File: src/rtl/robo_pkg.sv
// rtl/robo_pkg.sv - shared heading, command code and trace entry layout definitions
package robo_pkg;

  typedef enum logic [1:0] {
    HEAD_N = 2'd0,
    HEAD_E = 2'd1,
    HEAD_S = 2'd2,
    HEAD_W = 2'd3
  } heading_e;

  localparam logic [1:0] CMD_NONE = 2'd0;
  localparam logic [1:0] CMD_ADV  = 2'd1;
  localparam logic [1:0] CMD_TURN = 2'd2;
  localparam logic [1:0] CMD_REM  = 2'd3;

  localparam int TR_CMD_W  = 2;
  localparam int TR_HEAD_W = 2;

  // Trace entry is {cmd, heading, pos_x, pos_y}, pos_y in the low bits.
  function automatic int tr_width(input int pos_w);
    return TR_CMD_W + TR_HEAD_W + 2 * pos_w;
  endfunction

  function automatic int tr_y_lsb(input int pos_w);
    return 0 * pos_w;
  endfunction

  function automatic int tr_x_lsb(input int pos_w);
    return pos_w;
  endfunction

  function automatic int tr_head_lsb(input int pos_w);
    return 2 * pos_w;
  endfunction

  function automatic int tr_cmd_lsb(input int pos_w);
    return 2 * pos_w + TR_HEAD_W;
  endfunction

endpackage

File: src/rtl/odo_trace_fifo.sv
// rtl/odo_trace_fifo.sv - synchronous trace FIFO with sticky overflow
// Read side is registered state only; a write is never bypassed to the output.
module odo_trace_fifo #(
  parameter int WIDTH = 12,
  parameter int DEPTH = 8
) (
  input  logic             clock,
  input  logic             reset,
  input  logic             wr_en,
  input  logic [WIDTH-1:0] wr_data,
  input  logic             rd_ready,
  output logic             rd_valid,
  output logic [WIDTH-1:0] rd_data,
  output logic             overflow
);

  localparam int AW = (DEPTH > 1) ? $clog2(DEPTH) : 1;
  localparam logic [AW:0] DEPTH_C = (AW + 1)'(DEPTH);

  logic [WIDTH-1:0] mem [DEPTH];
  logic [AW-1:0]    wr_ptr;
  logic [AW-1:0]    rd_ptr;
  logic [AW:0]      count;
  logic             full;
  logic             empty;
  logic             pop;
  logic             push;

  assign full  = (count == DEPTH_C);
  assign empty = (count == '0);
  assign pop   = !empty && rd_ready;
  // A full FIFO still accepts a write when the head leaves on the same edge.
  assign push  = wr_en && (!full || pop);

  assign rd_valid = !empty;
  assign rd_data  = empty ? '0 : mem[rd_ptr];

  always_ff @(posedge clock) begin
    if (push) begin
      mem[wr_ptr] <= wr_data;
    end
  end

  always_ff @(posedge clock or negedge reset) begin
    if (!reset) begin
      wr_ptr   <= '0;
      rd_ptr   <= '0;
      count    <= '0;
      overflow <= 1'b0;
    end else begin
      if (push) begin
        wr_ptr <= wr_ptr + AW'(1);
      end
      if (pop) begin
        rd_ptr <= rd_ptr + AW'(1);
      end
      case ({push, pop})
        2'b10:   count <= count + (AW + 1)'(1);
        2'b01:   count <= count - (AW + 1)'(1);
        default: count <= count;
      endcase
      if (wr_en && full && !pop) begin
        overflow <= 1'b1;
      end
    end
  end

endmodule

File: src/rtl/robo_odometer.sv
// rtl/robo_odometer.sv - dead-reckoning odometer with command checking
// Optional trace FIFO enabled by defining ODO_TRACE_EN.
module robo_odometer
  import robo_pkg::*;
#(
  parameter int POS_W      = 4,
  parameter int CNT_W      = 16,
  parameter int X_INIT     = 0,
  parameter int Y_INIT     = 0,
  parameter int FIFO_DEPTH = 8
) (
  input  logic                 clock,
  input  logic                 reset,
  input  logic                 avancar,
  input  logic                 girar,
  input  logic                 remover,
  input  logic                 head,
  output logic [POS_W-1:0]     pos_x,
  output logic [POS_W-1:0]     pos_y,
  output logic [1:0]           heading,
  output logic [CNT_W-1:0]     step_count,
  output logic [CNT_W-1:0]     turn_count,
  output logic [CNT_W-1:0]     remove_count,
  output logic                 cmd_error,
  output logic                 collision,
  output logic                 trace_valid,
  input  logic                 trace_ready,
  output logic [4+2*POS_W-1:0] trace_data,
  output logic                 trace_overflow
);

  localparam int TR_W   = tr_width(POS_W);
  localparam int Y_LSB  = tr_y_lsb(POS_W);
  localparam int X_LSB  = tr_x_lsb(POS_W);
  localparam int H_LSB  = tr_head_lsb(POS_W);
  localparam int C_LSB  = tr_cmd_lsb(POS_W);

  heading_e         heading_q;
  heading_e         heading_nxt;
  logic [POS_W-1:0] x_nxt;
  logic [POS_W-1:0] y_nxt;
  logic [1:0]       n_cmd;
  logic             legal;
  logic             illegal;
  logic             do_adv;
  logic             do_move;
  logic             do_turn;
  logic             do_rem;
  logic [1:0]       cmd_code;
  logic [TR_W-1:0]  entry;
  logic             entry_we;

  assign heading = heading_q;

  always_comb begin
    n_cmd   = 2'(avancar) + 2'(girar) + 2'(remover);
    legal   = (n_cmd == 2'd1);
    illegal = (n_cmd >= 2'd2);
    do_adv  = legal && avancar;
    do_move = do_adv && !head;
    do_turn = legal && girar;
    do_rem  = legal && remover;

    heading_nxt = heading_q;
    x_nxt       = pos_x;
    y_nxt       = pos_y;
    cmd_code    = CMD_NONE;

    if (do_turn) begin
      heading_nxt = heading_e'(heading_q + 2'd1);
      cmd_code    = CMD_TURN;
    end
    if (do_adv) begin
      cmd_code = CMD_ADV;
    end
    if (do_rem) begin
      cmd_code = CMD_REM;
    end
    if (do_move) begin
      case (heading_q)
        HEAD_N:  y_nxt = pos_y + POS_W'(1);
        HEAD_E:  x_nxt = pos_x + POS_W'(1);
        HEAD_S:  y_nxt = pos_y - POS_W'(1);
        default: x_nxt = pos_x - POS_W'(1);
      endcase
    end

    // Trace carries the post-update state, matching what the outputs show next cycle.
    entry                         = '0;
    entry[C_LSB +: TR_CMD_W]      = cmd_code;
    entry[H_LSB +: TR_HEAD_W]     = heading_nxt;
    entry[X_LSB +: POS_W]         = x_nxt;
    entry[Y_LSB +: POS_W]         = y_nxt;
    entry_we                      = legal;
  end

  always_ff @(posedge clock or negedge reset) begin
    if (!reset) begin
      pos_x        <= POS_W'(X_INIT);
      pos_y        <= POS_W'(Y_INIT);
      heading_q    <= HEAD_N;
      step_count   <= '0;
      turn_count   <= '0;
      remove_count <= '0;
      cmd_error    <= 1'b0;
      collision    <= 1'b0;
    end else begin
      pos_x     <= x_nxt;
      pos_y     <= y_nxt;
      heading_q <= heading_nxt;
      if (do_move && step_count != '1) begin
        step_count <= step_count + CNT_W'(1);
      end
      if (do_turn && turn_count != '1) begin
        turn_count <= turn_count + CNT_W'(1);
      end
      if (do_rem && remove_count != '1) begin
        remove_count <= remove_count + CNT_W'(1);
      end
      if (illegal) begin
        cmd_error <= 1'b1;
      end
      if (do_adv && head) begin
        collision <= 1'b1;
      end
    end
  end

`ifdef ODO_TRACE_EN
  odo_trace_fifo #(
    .WIDTH (TR_W),
    .DEPTH (FIFO_DEPTH)
  ) u_trace_fifo (
    .clock    (clock),
    .reset    (reset),
    .wr_en    (entry_we),
    .wr_data  (entry),
    .rd_ready (trace_ready),
    .rd_valid (trace_valid),
    .rd_data  (trace_data),
    .overflow (trace_overflow)
  );
`else
  logic unused_trace;
  assign unused_trace   = ^{trace_ready, entry, entry_we, FIFO_DEPTH[0]};
  assign trace_valid    = 1'b0;
  assign trace_data     = '0;
  assign trace_overflow = 1'b0;
`endif

endmodule

File: config.mk
export PLATFORM = sky130hd
export DESIGN_NAME = robo_odometer
export DESIGN_NICKNAME = d
export VERILOG_FILES = /design/src/rtl/robo_pkg.sv /design/src/rtl/odo_trace_fifo.sv /design/src/rtl/robo_odometer.sv
export SDC_FILE = /design/constraint.sdc
export NUM_CORES = 1
export LEC_CHECK = 0
export ABC_CLOCK_PERIOD_IN_PS = 3500
export CAP_MARGIN = 20
export CORE_ASPECT_RATIO = 0.8
export CORE_UTILIZATION = 41
export CTS_CLUSTER_SIZE = 10
export DETAILED_ROUTE_END_ITERATION = 10
export GPL_ROUTABILITY_DRIVEN = 0
export GPL_TIMING_DRIVEN = 0
export MAX_ROUTING_LAYER = met4
export PLACE_DENSITY = 0.69
export SYNTH_ARGS = -nofsm -noshare
export SYNTH_HDL_FRONTEND = slang
export SYNTH_SLANG_ARGS = --single-unit
File: constraint.sdc
create_clock -name clock -period 3.5 [get_ports clock]
set_input_delay 0.7 -clock clock [delete_from_list [all_inputs] [get_ports clock]]
set_output_delay 0.7 -clock clock [all_outputs]
set_load 0.05 [all_outputs]
==> qor.txt <==
Vias in the first global route -> 2299
Io pins -> 81
Status -> completed
WL final -> 6.37 mm
Final setup vio count -> 0
Remaining DRCs -> 0
Core Util, Final -> 0.561
DR WL/cell -> 13.0 microns
Slowest-stage cell, CP -> nor3_1
Htree depth -> 3
DR vias -> 2442
Multi-input logic area -> 1580 sq um
Sequential element share of the synthesized area -> 0.468
Setup bufs post-CTS -> 0
DR iter-0 viols -> 101
Non-Filler Instances -> 490
Port buffer count -> 65
Final max-slew violation count -> 0
Final count of hold timing violations -> 0
DR vias/cell -> 4.98
Commonest non-fill, non-tap cell in the layout -> clkdlybuf4s50_1
CP arrival -> 3.24 ns
Initial antenna violation count -> 0
EDFF count, synth -> 0
R2R Path Start -> step_count[0]
Nets -> 400
Clk_lat worst skew -> 0.33 ns
Core area -> 7500 sq um
Die area -> 8180 sq um
Worst hold path type -> input port to async pin
Hold Buf Count CTS -> 0
First-pass iteration count of the detailed router -> 4
Critical Path Fanout Max -> 6
Design area -> 4210 sq um
Row count -> 28
Worst r2r path cells -> 6
Cells along the critical path -> clkdlybuf4s50_1 > inv_1 > fa_1 > nand3b_1 > nor3_1 > nor4b_1 > xor2_1
Initial Util -> 0.428
PostCTS Resize Cnt -> 0
Setup CP Type -> input port to flop
Die width -> 101 microns
Syn. warnings -> 0
Dpl cells -> 475
Lkg Pwr -> 1.86 nW
Maximum clock rate -> 336 MHz
Synth Instances -> 291
Layout cell share with drive strength beyond 1 -> 0.135
WP data required -> 3.76 ns
Worst-Margin Slew -> 0.660 ns
Synthesized cell area -> 3210 sq um
Antenna Cells -> 0
Startpoint types -> input port
CP Capture Type -> flop
CTS Buf Count -> 9
Largest net degree at the start of global routing -> 33
CTS root buf -> clkbuf_8
Max Buffers Root-to-Sink -> 2
Grt ovf -> 0
FF+latch area -> 1500 sq um
# clock sinks -> 60
Height of the die -> 81.1 microns
Global-route wire length before repair -> 10.9 mm
Total track usage -> 0.179
Worst IR Drop VDD -> 0.500 mV
Max stage delay on crit path -> 0.62 ns
Primary FF master, synth -> dfrtp_1
Syn Area/Cell -> 11.0 sq um
Reg clk slew, reported paths -> 0.07 ns
R2r setup slk -> 1.47 ns
Most frequent cells in the layout -> clkdlybuf4s50_1 (64), dfrtp_1 (60), xor2_1 (27)
DP HPWL -> 4.62 mm
Synthesized flop and latch total -> 60
Relative slew slack -> 0.557
Period utilization -> 0.850
Area delta synth->final -> 31.3%
CTS tree -> built
Routed Antenna Nets -> 0
Crit path time final -> 2.98 ns
Post-synthesis cell type count -> 44
Cell Pwr Density -> 674 nW/um^2
DP Area -> 4050 sq um
Fill cell count -> 714
Max cap viols -> 0
Reg2reg end -> step_count[9]
WHS -> 0.404 ns
Ys async rst share -> 1.00
Worst Clk Skew -> 0.00873 ns
RSZ-0062 raised after global routing -> false
[critical path: cells and delay by family]
| family | cells | cell delay, ns |
|---|---|---|
| xor gates and xnor gates | 1 | 0.17 |
| buffers and inverters | 2 | 0.57 |
| and+or+nand+nor | 3 | 1.28 |
| adders and majority gates | 1 | 0.52 |
[flip-flops by register name, indices dropped and copies added, names as in the netlist]
name and flops:
pos_x 4, turn_count 16, heading 2, cmd_error 1, pos_y 4, remove_count 16, collision 1, step_count 16
[power breakdown]
part | leakage [nW] | internal (mW) | switching, mW
logic | 1.00 | 0.478 | 0.811
registers | 0.775 | 0.836 | 0.203
clock network | 0.0844 | 0.246 | 0.262
total | 1.86 | 1.56 | 1.28
[stage by stage]
stage | power, mW | setup WS (ns) | setup TNS [ns]
5_1_grt | 3.03 | 0.269 | 0
2_1_floorplan | 1.93 | 1.05 | 0
4_1_cts | 2.88 | 0.556 | 0
3_5_place_dp | 2.35 | 0.202 | 0
3_3_place_gp | 2.32 | -0.286 | -16.97
6_report | 2.84 | 0.524 | 0
[final cells by class]
| class | count | area share |
|---|---|---|
| buffer | 20 | 0.0309 |
| clock buffer | 9 | 0.0294 |
| clock inverter | 6 | 0.00773 |
| inverter | 11 | 0.00981 |
| multi-input combinational | 213 | 0.376 |
| sequential | 60 | 0.357 |
| tap | 105 | 0.0312 |
| timing repair buffer | 66 | 0.158 |
[cells by family (layout without fill, tap and decap cells)]
kind of cell / after synthesis / after routing / share of synthesized area
mux: 10 / 10 / 0.0343
other cells: 1 / 14 / 0.00117
flops: 60 / 60 / 0.468
simple gates: 116 / 116 / 0.233
fa+ha+maj: 12 / 12 / 0.0515
compound gates: 13 / 13 / 0.0269
buf+inv: 31 / 112 / 0.0535
xor+xnor: 48 / 48 / 0.131
[layer usage]
layer	track usage	routed length [microns]	vias to the layer above
li1	-	-	1191
met1	0.229	3070	1187
met2	0.269	2900	59
met3	0.0611	342	5
met4	0.0551	49	0
met5	-	0	-
[Yosys cell counts (2+ instances only)]
cell      number  share of area
dfrtp_1       60           0.47
xor2_1        27          0.074
xnor2_1       21          0.057
nand3_1       18          0.028
nand4_1       17          0.033
buf_4         14          0.033
nand2_1       12          0.014
inv_1         11          0.013
nor3_1        11          0.017
nor4_1        11          0.021
ha_1          10          0.039
nor2_1        10          0.012
mux2_2         8          0.028
a21oi_1        4         0.0062
and3_1         4         0.0078
clkbuf_1       4         0.0047
nand3b_1       4         0.0094
nor3b_1        4         0.0094
nor4b_1        4          0.011
nor4_2         3          0.012
or2_2          3         0.0059
a31oi_1        2         0.0039
buf_2          2         0.0031
fa_1           2          0.012
mux2i_1        2         0.0062
nor4_4         2          0.013
nor4bb_1       2         0.0062
o21a_1         2         0.0047
or4_1          2         0.0047
[worst max-delay path by stage]
| stage | start | endpoint | cells past startpoint |
|---|---|---|---|
| 3_3_place_gp | reset | turn_count[10] | 1 |
| 6_report | avancar | remove_count[9] | 7 |
| 3_5_place_dp | avancar | remove_count[9] | 7 |
| 5_1_grt | avancar | remove_count[9] | 7 |
| 4_1_cts | avancar | remove_count[9] | 7 |
| 2_1_floorplan | avancar | remove_count[9] | 6 |
Power figures use the tool's default switching activity.
